[config.mk]
export PLATFORM = sky130hd
export DESIGN_NAME = freq_sweep_ctrl
export DESIGN_NICKNAME = d
export VERILOG_FILES = /design/src/rtl/awg_pkg.sv /design/src/rtl/freq_step_clamp.sv /design/src/rtl/freq_sweep_ctrl.sv
export SDC_FILE = /design/constraint.sdc
export NUM_CORES = 1
export LEC_CHECK = 0
export CAP_MARGIN = 20
export CORE_ASPECT_RATIO = 0.8
export CORE_MARGIN = 2
export CORE_UTILIZATION = 45
export CTS_BUF_LIST = sky130_fd_sc_hd__clkbuf_8 sky130_fd_sc_hd__clkbuf_16
export DETAILED_ROUTE_END_ITERATION = 8
export HOLD_SLACK_MARGIN = 0.15
export SYNTH_ARGS = -nofsm -noshare
export SYNTH_HDL_FRONTEND = slang
export SYNTH_SLANG_ARGS = --single-unit
export TNS_END_PERCENT = 30
[constraint.sdc]
create_clock -name clk -period 6.05 [get_ports clk]
set_clock_uncertainty 0.1 [all_clocks]
set_input_delay 0.9075 -clock clk [delete_from_list [all_inputs] [get_ports clk]]
set_output_delay 0.9075 -clock clk [all_outputs]
set_load 0.01 [all_outputs]
[src/rtl/awg_pkg.sv]
// Shared AWG definitions: sweep modes and the NCO tuning-word width.
package awg_pkg;

  typedef enum logic [1:0] {
    SWP_SINGLE,
    SWP_SAW,
    SWP_TRI,
    SWP_RSVD
  } sweep_mode_e;

  localparam int unsigned NCO_FREQ_W = 28;

  typedef logic [NCO_FREQ_W-1:0] freq_word_t;

endpackage

[src/rtl/freq_step_clamp.sv]
// One sweep step toward a limit, computed one bit wider than the tuning word.
// Saturates at the limit, so the result never overshoots and never wraps.
module freq_step_clamp #(
  parameter int unsigned W = 28
) (
  input  logic [W-1:0] cur,
  input  logic [W-1:0] step,
  input  logic [W-1:0] limit,
  input  logic         dir,      // 1 = stepping downward
  output logic [W-1:0] next,
  output logic         at_limit
);

  logic [W:0] sum;
  logic [W:0] diff;

  always_comb begin
    sum  = {1'b0, cur} + {1'b0, step};
    diff = {1'b0, cur} - {1'b0, step};
    next = limit;
    if (dir) begin
      // A borrow into the top bit means the subtraction went below zero.
      if (!diff[W] && (diff[W-1:0] > limit)) begin
        next = diff[W-1:0];
      end
    end else begin
      if (sum < {1'b0, limit}) begin
        next = sum[W-1:0];
      end
    end
    at_limit = (cur == limit);
  end

endmodule

[src/rtl/freq_sweep_ctrl.sv]
// Chirp generator feeding the NCO tuning word: CW, single, sawtooth and triangle sweeps
// from a config loaded over valid/ready, with a phase-reset strobe at each sweep origin.
module freq_sweep_ctrl
  import awg_pkg::*;
#(
  parameter int unsigned FREQ_W  = NCO_FREQ_W,
  parameter int unsigned DWELL_W = 16
) (
  input  logic               clk,
  input  logic               rst,
  input  logic               cfg_valid,
  output logic               cfg_ready,
  input  logic [FREQ_W-1:0]  cfg_start,
  input  logic [FREQ_W-1:0]  cfg_stop,
  input  logic [FREQ_W-1:0]  cfg_step,
  input  logic [DWELL_W-1:0] cfg_dwell,
  input  logic [1:0]         cfg_mode,
  input  logic               start,
  input  logic               abort,
  output logic [FREQ_W-1:0]  freq,
  output logic               accum_rst,
  output logic               sweep_trig,
  output logic               busy,
  output logic               done
);

  typedef enum logic {IDLE, RUN} state_e;

  state_e             state_q;
  logic [FREQ_W-1:0]  start_q;
  logic [FREQ_W-1:0]  stop_q;
  logic [FREQ_W-1:0]  step_q;
  logic [DWELL_W-1:0] dwell_q;
  sweep_mode_e        mode_q;
  logic               dir_q;
  logic               back_q;   // 1 while a triangle heads back toward start_q
  logic [DWELL_W-1:0] cnt_q;

  logic               hs;
  logic [FREQ_W-1:0]  eff_start;
  logic               degenerate;
  logic               dwell_end;
  logic               bwd_dir;
  logic [FREQ_W-1:0]  fwd_next;
  logic               fwd_at;
  logic [FREQ_W-1:0]  bwd_next;
  logic               bwd_at;

  assign hs         = cfg_valid & cfg_ready & ~abort;
  // A handshake in the start cycle must feed the new origin straight into freq.
  assign eff_start  = hs ? cfg_start : start_q;
  assign degenerate = (step_q == '0) || (start_q == stop_q);
  assign dwell_end  = (cnt_q == dwell_q);
  assign bwd_dir    = ~dir_q;

  freq_step_clamp #(
    .W(FREQ_W)
  ) u_fwd_clamp (
    .cur      (freq),
    .step     (step_q),
    .limit    (stop_q),
    .dir      (dir_q),
    .next     (fwd_next),
    .at_limit (fwd_at)
  );

  freq_step_clamp #(
    .W(FREQ_W)
  ) u_bwd_clamp (
    .cur      (freq),
    .step     (step_q),
    .limit    (start_q),
    .dir      (bwd_dir),
    .next     (bwd_next),
    .at_limit (bwd_at)
  );

  always_ff @(posedge clk or posedge rst) begin
    if (rst) begin
      start_q <= '0;
      stop_q  <= '0;
      step_q  <= '0;
      dwell_q <= '0;
      mode_q  <= SWP_SINGLE;
      dir_q   <= 1'b0;
    end else if (hs) begin
      start_q <= cfg_start;
      stop_q  <= cfg_stop;
      step_q  <= cfg_step;
      dwell_q <= cfg_dwell;
      mode_q  <= sweep_mode_e'(cfg_mode);
      dir_q   <= (cfg_stop < cfg_start);
    end
  end

  always_ff @(posedge clk or posedge rst) begin
    if (rst) begin
      state_q    <= IDLE;
      cfg_ready  <= 1'b0;
      freq       <= '0;
      accum_rst  <= 1'b0;
      sweep_trig <= 1'b0;
      busy       <= 1'b0;
      done       <= 1'b0;
      back_q     <= 1'b0;
      cnt_q      <= '0;
    end else begin
      accum_rst  <= 1'b0;
      sweep_trig <= 1'b0;
      done       <= 1'b0;
      if (abort) begin
        state_q   <= IDLE;
        cfg_ready <= 1'b1;
        freq      <= '0;
        busy      <= 1'b0;
        back_q    <= 1'b0;
        cnt_q     <= '0;
      end else begin
        unique case (state_q)
          IDLE: begin
            cfg_ready <= 1'b1;
            if (start) begin
              state_q    <= RUN;
              cfg_ready  <= 1'b0;
              freq       <= eff_start;
              accum_rst  <= 1'b1;
              sweep_trig <= 1'b1;
              busy       <= 1'b1;
              back_q     <= 1'b0;
              cnt_q      <= '0;
            end
          end
          RUN: begin
            if (degenerate) begin
              cnt_q <= '0;
            end else if (!dwell_end) begin
              cnt_q <= cnt_q + DWELL_W'(1);
            end else begin
              cnt_q <= '0;
              if (!back_q) begin
                if (!fwd_at) begin
                  freq <= fwd_next;
                end else begin
                  case (mode_q)
                    SWP_SAW: begin
                      freq       <= start_q;
                      accum_rst  <= 1'b1;
                      sweep_trig <= 1'b1;
                    end
                    SWP_TRI: begin
                      // Leave the far endpoint after a single dwell.
                      freq <= bwd_next;
                      if (bwd_next == start_q) begin
                        accum_rst  <= 1'b1;
                        sweep_trig <= 1'b1;
                      end else begin
                        back_q <= 1'b1;
                      end
                    end
                    default: begin
                      state_q   <= IDLE;
                      cfg_ready <= 1'b1;
                      busy      <= 1'b0;
                      done      <= 1'b1;
                    end
                  endcase
                end
              end else if (bwd_at) begin
                back_q <= 1'b0;
              end else begin
                freq <= bwd_next;
                // Arriving back at the origin is the reload point of the triangle.
                if (bwd_next == start_q) begin
                  back_q     <= 1'b0;
                  accum_rst  <= 1'b1;
                  sweep_trig <= 1'b1;
                end
              end
            end
          end
          default: state_q <= IDLE;
        endcase
      end
    end
  end

endmodule
Word level (Yosys, flattened, before mapping) --
Cells that the tools add are included.
Word-level totals: output and inout port bits 33, input bits 107, register bits 153, word-level logic and storage cells 122
Cells by class: $lt $le $gt $ge 5, muxes and demuxes 71, bitwise operators 4, $add $sub $neg 3, reduce and logical (&&, ||, !) cells 10, equality and inequality tests 15
Operators with widths (number):
- 28-bit two-way mux | 14
- 28-bit == test | 4
- 28-bit one-hot mux with 2 select lines | 2
- 16-bit two-way mux | 4
- 29-bit by 28-bit < comparator with 1-bit output | 2
- 28-bit greater-than comparator | 2
- 1-bit two-way mux | 44
- 16-bit one-hot mux with 2 select lines | 1
- 28-bit by 28-bit adder with 29-bit output | 1
- 28-bit by 28-bit subtractor with 29-bit output | 1
- 28-bit logical NOT | 1
- 28-bit < comparator | 1
- 16-bit by 1-bit adder with 16-bit output (second input constant) | 1
- 16-bit == test | 1
- 3-bit != test (second input constant) | 4
- 1-bit one-hot mux with 2 select lines | 6
- 5-bit AND reduction | 2
- 3-bit by 2-bit != test with 1-bit output (second input constant) | 2
- 6-bit by 4-bit != test with 1-bit output (second input constant) | 1
- 6-bit AND reduction | 1
- 4-bit != test (second input constant) | 1
- 3-bit AND reduction | 1
- 1-bit AND | 2
- 2-bit by 1-bit == test with 1-bit output (second input constant) | 1
- other kinds (6) | 8

Depth between registers and ports, before layout --
word-level depth 14, mapped depth 23, gate-level depth less buffers 22

Hierarchy --
Synthesis repeated with hierarchy kept, for this count alone.
Unflattened totals: cells, all modules 2432, area, all modules 19765.2 um^2
By module, submodules not included:
- freq_step_clamp | sequential area each 0.0 um^2, times used 2, cells an instance 763, area an instance 5413.9 um^2
- freq_sweep_ctrl | sequential area each 3828.7 um^2, times used 1, cells an instance 906, area an instance 8937.3 um^2

Least setup slack after synthesis --
Ideal clock, no wire load.
kind register to register, start register freq[0], end register freq[11], setup time 0.082 ns, slack 0.659 ns, path buffers 1, data arrival time 5.209 ns, required time 5.868 ns, stages on the path, launching flop included 22, period minus slack after synthesis 5.391 ns, cells stage by stage dfrtp_1 > inv_1 > ha_1 > fa_1 > nand2b_1 > a2111oi_4 > o21bai_1 > nor2b_1 > o21ai_0 > xnor2_1 > ha_1 > a21o_1 > a21oi_1 > o2bb2ai_1 > o41a_1 > o41ai_1 > a211oi_2 > a31oi_2 > clkbuf_1 > nand2_1 > a221o_1 > a31oi_1
Between the ends: cells in the longest elaborated chain, start to end 12, elaborated cells between the ends (all ways) 28, those cells by class add/sub (2); order compare (4); eq/ne (4); mux (14); reduce/logical (4)
RTL lines:
- from (decl) | line freq_sweep_ctrl.sv:20 | output logic [FREQ_W-1:0] freq,
- from (signal assigned) | line freq_sweep_ctrl.sv:125 | freq <= eff_start;
- from (signal assigned) | line freq_sweep_ctrl.sv:142 | freq <= fwd_next;
- from (signal assigned) | line freq_sweep_ctrl.sv:146 | freq <= start_q;
- 28-bit by 28-bit subtractor with 29-bit output | line freq_step_clamp.sv:19 | diff = {1'b0, cur} - {1'b0, step};
- 28-bit greater-than comparator / 1-bit logical NOT (equally long branches) | line freq_step_clamp.sv:23 | if (!diff[W] && (diff[W-1:0] > limit)) begin
- 1-bit logical AND | line freq_step_clamp.sv:23
- 28-bit two-way mux | line freq_step_clamp.sv:23
- 28-bit two-way mux | line freq_step_clamp.sv:21 | if (dir) begin
- 28-bit one-hot mux with 2 select lines | line freq_sweep_ctrl.sv:144 | case (mode_q)
- 28-bit two-way mux | line freq_sweep_ctrl.sv:141 | if (!fwd_at) begin
- 28-bit two-way mux | line freq_sweep_ctrl.sv:140 | if (!back_q) begin
- 28-bit two-way mux | line freq_sweep_ctrl.sv:136 | end else if (!dwell_end) begin
- 28-bit two-way mux | line freq_sweep_ctrl.sv:134 | if (degenerate) begin
- 28-bit one-hot mux with 2 select lines | line freq_sweep_ctrl.sv:119 | unique case (state_q)
- 28-bit two-way mux | line freq_sweep_ctrl.sv:111 | if (abort) begin
Several ways; a longest one is shown, not always the timed one. The select of a mux whose other input is x is not followed. A chain may end at the register's enable or synchronous reset.

Worst setup path in the final report --
start register freq[7], end register freq[8]
The elaborated chain is that of the path after synthesis.

==> impl_metrics.json <==
{
  "final_cell_mix": "ha_1 (193), buf_4 (191), dfrtp_1 (152)",
  "max-cap-violations": 0,
  "syn_to_final_growth_pct": 22.3,
  "synthFlopType": "dfrtp_1",
  "die_area_um2": 39700,
  "power_leakage_nw": 9.50,
  "cp_num_buf_inv": 4,
  "drcViolationCount": 0,
  "yosys.area_share.simple": 0.169,
  "hold_path_end": "cnt_q[15]$_DFFE_PP0P_",
  "min_period_ps": 5900,
  "place.gp.congestion": 0.985,
  "reg2reg_from": "freq[7]$_DFFE_PP0P_",
  "drive_above_1_share": 0.163,
  "synthAdderAreaFrac": 0.145,
  "grt_pass1_vias": 16690,
  "ys_ff_latch": 153,
  "port_buffers": 139,
  "reg2reg_setup_slack_ps": 150,
  "peakVddDrop_mv": 0.213,
  "multiInputGateArea_um2": 12400,
  "fp.coreArea_um2": 37300,
  "register_area_um2": 3830,
  "cts_buffers": 17,
  "critPathRequiredTime_ps": 6260,
  "start_kind": "register",
  "syn_inst": 2034,
  "synth_compound_area_frac": 0.218,
  "fin_crit_sh": 0.974,
  "start_util": 0.460,
  "die_h_um": 179,
  "dp_cells": 2749,
  "use_met1": 0.553,
  "final_antenna_net_count": 0,
  "grt_util_all_layers": 0.396,
  "ctsHoldBuffers": 0,
  "synth_area_per_cell_um2": 8.43,
  "syn-cell-area_um2": 17200,
  "cp_common_cell": "buf_4",
  "hold_start": "cnt_q[15]$_DFFE_PP0P_",
  "seq_area_frac_synth": 0.223,
  "finalWirelength_mm": 78.3,
  "layout_commonest_cell": "ha_1",
  "critPathMaxStageDelay_ps": 490,
  "vias_per_cell": 6.29,
  "cts.sinks": 153,
  "synth_top_family_by_area": "compound AO/OA/AOI/OAI gates",
  "final_cells": 2783,
  "r2r_end": "freq[8]$_DFFE_PP0P_",
  "first_pass_iters": 7,
  "root_buffer": "clkbuf_16",
  "crit_family": "compound AO/OA/AOI/OAI gates",
  "cts_buffer_depth": 2,
  "io_pins": 140,
  "syn-num-nets": 2339,
  "fillers": 3530,
  "grt-ovfl-total": 0,
  "grt_pass1_wl_mm": 114,
  "fmax_mhz": 170,
  "worst_setup_path_end_kind": "register",
  "yosys.area_share.xor_xnor": 0.110,
  "holdPathStages": 1,
  "dpl.hpwl_mm": 63.3,
  "wire_per_inst_um": 28.1,
  "ys_warn_count": 0,
  "grt_most_used_layer": "met2",
  "drt_first_iter_violations": 2305,
  "synth_enable_flop_cells": 0,
  "clk_latency_ps": 480,
  "postLayoutCoreUtil": 0.563,
  "grt_max_degree": 132,
  "maxSlewViolCount": 0,
  "final_hold_viol_count": 0,
  "worst-slew-pin-transition_ps": 1100,
  "crit_fanout": 9,
  "grtUsageMet3": 0.107,
  "chipWidth_um": 222,
  "cts_tree": "yes",
  "rows": 63,
  "arrival_ps": 6110,
  "path_cells": "ha_1 -> buf_4 -> nor4_4 -> nand3_1 -> a21oi_2 -> nor4b_4 -> o21ai_2 -> a21oi_1 -> xnor2_1 -> ha_1 -> a21o_1 -> a211o_1 -> o221ai_1 -> buf_4 -> nor4_1 -> o31ai_1 -> o211a_1 -> nand2_1 -> buf_12 -> buf_4 -> a211oi_1 -> nor3_1 -> o31ai_1",
  "path_clk_slew_ps": 80,
  "max_slew_margin": 0.265,
  "setup_viol": 0,
  "vias": 17518,
  "powerDensity_nw_per_um2": 422,
  "antenna_found_initial": 5,
  "crit_slowest_cell": "dfrtp_1",
  "synthDistinctLibCells": 100,
  "status": "finished, final reports clean",
  "layout.nets": 2587,
  "htreeDepth": 4,
  "min_path_type": "reg2reg",
  "grt_util_met2": 0.586,
  "async_flop_share": 1.00,
  "reg2reg_depth": 23,
  "critPathKind": "reg2reg",
  "synthMuxAreaShare": 0.0743
}
## cell families (layout without fill, tap and decap cells)
group / after synthesis / count (layout)
multiplexers: 117 / 117
XOR/XNOR: 208 / 208
other: 0 / 1
adder cells (fa/ha/maj): 198 / 198
AND/OR/NAND/NOR: 569 / 569
flip-flops: 153 / 153
AO/OA/AOI/OAI: 531 / 531
buffers and inverters: 258 / 519
## state kept, by name (all words and copies together) (netlist names)
register / cells
sweep_trig: 1
state_q: 1
freq: 28
mode_q: 2
cnt_q: 16
dir_q: 1
done: 1
busy: 1
back_q: 1
cfg_ready: 1
start_q: 28
stop_q: 28
dwell_q: 16
step_q: 28
## synthesized netlist by cell type (all sizes together), types with 12 or more instances
master / count / share of area
ha: 196 / 0.14
dfrtp: 153 / 0.22
inv: 148 / 0.032
nand2: 146 / 0.032
xnor2: 142 / 0.074
nor2: 125 / 0.028
a21oi: 111 / 0.033
o21ai: 110 / 0.032
clkbuf: 84 / 0.018
mux2: 80 / 0.053
nand4: 63 / 0.023
xor2: 63 / 0.032
nor3: 46 / 0.013
nand3: 45 / 0.014
a21o: 41 / 0.018
nor2b: 38 / 0.014
mux2i: 37 / 0.022
nor4: 37 / 0.015
a31oi: 32 / 0.012
o31ai: 32 / 0.016
o221ai: 28 / 0.014
a211oi: 25 / 0.011
buf: 24 / 0.0082
o211a: 22 / 0.013
o211ai: 17 / 0.0077
nand2b: 16 / 0.0058
and3: 14 / 0.0051
o21a: 13 / 0.0057
a211o: 12 / 0.0061
a221o: 12 / 0.0070
## timing repair
item	CTS	global route
endpoints found under the setup margin	0	30
resized for setup	0	22
setup buffers	0	1
endpoints found under the hold margin	0	0
## final cells by class
cell class | count | share of cell area
Antenna cell | 1 | 0.000119
Clock inverter | 14 | 0.00746
Inverter | 150 | 0.0271
Multi-Input combinational cell | 1623 | 0.592
Tap cell | 487 | 0.0290
Timing Repair Buffer | 337 | 0.141
Clock buffer | 18 | 0.0209
Sequential cell | 153 | 0.183
## power breakdown
part	internal (mW)	total, mW	switching, mW	leakage, nW
clock network	0.597	1.15	0.557	0.291
registers	1.18	1.52	0.339	1.90
logic	2.58	6.18	3.59	7.32
total	4.36	8.85	4.49	9.50
## metrics by stage
stage	hold WS [ps]	TNS (ps)	cell area (µm²)	setup slack [ps]	total power, mW
2_1_floorplan	365	0	17200	659	5.04
3_3_place_gp	389	0	20300	96.0	7.45
3_5_place_dp	394	0	20300	228	7.46
4_1_cts	408	0	20900	180	8.64
5_1_grt	449	-44.2	21000	-31.1	9.35
6_report	407	0	21000	155	8.85
## metal layers
metal,share of wire,up-vias
met2,0.42,955
met1,0.44,8438
met5,0.00063,-
li1,-,7926
met4,0.039,8
met3,0.10,191
## worst max path at each step
| stage | from | to | slack, ps | cells after the start |
|---|---|---|---|---|
| after floorplan | freq[0]$_DFFE_PP0P_ | freq[11]$_DFFE_PP0P_ | 660 | 21 |
| after global placement | step_q[0]$_DFFE_PP0P_ | freq[8]$_DFFE_PP0P_ | 100 | 23 |
| after detailed placement | freq[2]$_DFFE_PP0P_ | freq[8]$_DFFE_PP0P_ | 230 | 23 |
| after CTS | freq[10]$_DFFE_PP0P_ | freq[8]$_DFFE_PP0P_ | 180 | 22 |
| after global routing | freq[0]$_DFFE_PP0P_ | freq[0]$_DFFE_PP0P_ | -30 | 25 |
| final | freq[7]$_DFFE_PP0P_ | freq[8]$_DFFE_PP0P_ | 150 | 23 |
Note: power is estimated with default switching activity, not from simulation.
==> edit: new RTL, same settings <==
Reset style: synchronous (`rst`), changed in 2 clocked blocks.
--- a/src/rtl/freq_sweep_ctrl.sv
+++ b/src/rtl/freq_sweep_ctrl.sv
@@ -75,7 +75,7 @@
     .at_limit (bwd_at)
   );
 
-  always_ff @(posedge clk or posedge rst) begin
+  always_ff @(posedge clk) begin
     if (rst) begin
       start_q <= '0;
       stop_q  <= '0;
@@ -93,7 +93,7 @@
     end
   end
 
-  always_ff @(posedge clk or posedge rst) begin
+  always_ff @(posedge clk) begin
     if (rst) begin
       state_q    <= IDLE;
       cfg_ready  <= 1'b0;
Behaviour: differs if rst is asserted again (counterexample within 4 cycles, from zero or initial values and one cycle with rst high); with rst held inactive, the same outputs for 4 cycles.
==> edit against the original RTL <==
- final cell count grew 13%
- design area grew 1.7%
- worst setup slack lost 0.0089 ns
- non-clock buffer count shrank 16
- area after synthesis grew 3.4%
- sequential cell count is the same
- routed wire length grew 6.0%
Power is not compared: it rests on default switching activity, and its combinational part moved more than twofold at a synthesized area within 25%.
==> edit: results (changes against the original RTL) <==
CTS
  – CTS Buf Count: 17 (unchanged)
  – CTS clk-pin slew, worst paths: 0.08 ns (about the same)
  – Clk root buf: clkbuf_16
  – Clock Path Buffers: 2 (unchanged)
  – Max H-tree Level: 4 (unchanged)
  – Clk_lat worst skew: 0.48 ns (about the same)

STA
  – Final hold violation count: 0 (unchanged)
  – Slew margin rel.: 15.2% (-11 points)

Setup path
  – Worst path slowest cell: dfxtp_1
  – Data arrival, critical path: 6.17 ns (+0.06 ns)
  – Critical Path Source Type: flop
  – Max incr delay on CP: 0.44 ns (-0.05 ns)
  – Crit path max fanout: 11 (+2)

Routing
  – Vias post-DR: 20.0k (+14%)
  – Starting DRT DRC Count: 2787 (+21%)
  – Post-DRT Antenna Nets: 0 (unchanged)
  – DRT Wirelength: 83000 um (+6.0%)
  – TritonRoute pass-1 iters: 7 (unchanged)

GRT
  – Met3 usage: 7.99% (-2.7 points)
  – Vias in the first global route: 18.5k (+11%)
  – Largest net degree at the start of global routing: 90 (-32%)
  – Grt met1 use: 55.7% (+0.36 points)
  – First-pass GRT wire length: 120000 um (+5.5%)
  – GRT met2 Usage: 58.9% (+0.25 points)
  – Initial antenna violation count: 0 (-5)
  – GRT Resource Usage Total: 39.5% (-0.055 points)

Final layout
  – Nets@finish: 2889 (+12%)
  – Fill cell count: 3893 (+10%)
  – Diode count: 0 (-1)
  – Fraction of layout cells with a size suffix above 1: 12.6% (-3.7 points)

Yosys
  – Ys Warns: 0 (unchanged)
  – Async SR Flop Fraction: 0% (-100 points)
  – Top post-synthesis cells by area: dfxtp_1, ha_1, a21oi_1
  – Adder-Cell Fraction of Synth Area: 14.0% (-0.48 points)
  – Synth cell types: 111 (+11%)
  – Post-synthesis xor/xnor area fraction: 9.97% (-1.0 points)
  – Seq/Total Area, Yosys: 17.3% (-5.1 points)
  – Net count after synthesis: 2691 (+15%)
  – Mux contribution to synthesized area: 4.56% (-2.9 points)
  – Synth Area in Compound Gates: 27.1% (+5.3 points)
  – Post-synth top cells: nand2_1, a21oi_1, ha_1

Pwr
  – P_leak: 8.68 nW
  – Maximum VDD drop: 0.000203 V

Place
  – Port bufs: 139 (unchanged)
  – Detailed placement HPWL: 66100 um (+4.5%)
  – Routability congestion estimate: 1.03 (+4.4%)

Worst hold path
  – Hold WC Path Type: reg -> reg

Outcome
  – Status: complete, no violations
-- edit: cells by family (layout without fill, tap and decap cells) --
kind of cell	Yosys count	after routing
fa+ha+maj	198	198
mux	79	79
flops	153	153
buf+inv	307	518
xor+xnor	195	195
compound gates	712	712
simple gates	742	742
-- edit: routing by layer --
layer	share of wire, %	up-vias	wire length [um]
met4	4.1	0	3380
met1	44	9583	36800
met5	0	-	0
met2	42	1161	34800
met3	9.7	219	8050
li1	-	9056	-
-- edit: final timing paths --
kind,startpoint,endpoint,slack [ns],cells past startpoint
max reg2reg,step_q[13]$_SDFFE_PP0P_,freq[3]$_SDFFE_PP0P_,0.15,22
max,step_q[13]$_SDFFE_PP0P_,freq[3]$_SDFFE_PP0P_,0.15,22
min,dwell_q[5]$_SDFFE_PP0P_,dwell_q[5]$_SDFFE_PP0P_,0.37,2
min reg2reg,dwell_q[5]$_SDFFE_PP0P_,dwell_q[5]$_SDFFE_PP0P_,0.37,2
-- edit: repair_timing --
action | CTS | global route
pin swaps | 0 | 1
cloned | 0 | 0
gates resized for setup | 4 | 24
setup endpoints to repair | 5 | 30
buffers inserted | 0 | 1
endpoints found under the hold margin | 0 | 0
-- edit: final cells by class --
class | count | area [sq um] | share of cell area [%]
timing repair buffer | 321 | 2780 | 13.0
tap | 536 | 671 | 3.14
multi-input combinational | 1926 | 13600 | 63.8
clock buffer | 18 | 439 | 2.06
clock inverter | 14 | 155 | 0.727
inverter | 165 | 619 | 2.90
sequential | 153 | 3060 | 14.4
-- edit: metrics by stage --
stage | cells | setup TNS (ns) | util [%] | setup WS [ns] | cell area (sq um)
after CTS | 3132 | 0 | 54.2 | 0.0366 | 21200
after global routing | 3133 | -0.0847 | 54.6 | -0.0847 | 21300
final | 3133 | 0 | 54.6 | 0.146 | 21300
after floorplan | 2386 | 0 | - | 0.781 | 17700
after global placement | 3100 | -0.0636 | 52.6 | -0.0584 | 20600
after detailed placement | 3100 | -0.459 | 52.6 | -0.159 | 20600
-- edit: worst max-delay path: cells and delay by family, from the launching register on --
family / cells / cell delay (ns)
adder cells (fa/ha/maj): 2 / 0.58
XOR/XNOR: 1 / 0.14
flip-flops: 1 / 0.44
AO/OA/AOI/OAI: 11 / 2.55
buffers and inverters: 5 / 0.94
AND/OR/NAND/NOR: 3 / 1.04
-- edit: where the power goes --
group / internal (mW) / switching (mW)
combinational: 1.16 / 1.67
clock: 0.564 / 0.576
sequential: 1.04 / 0.0552
total: 2.76 / 2.30
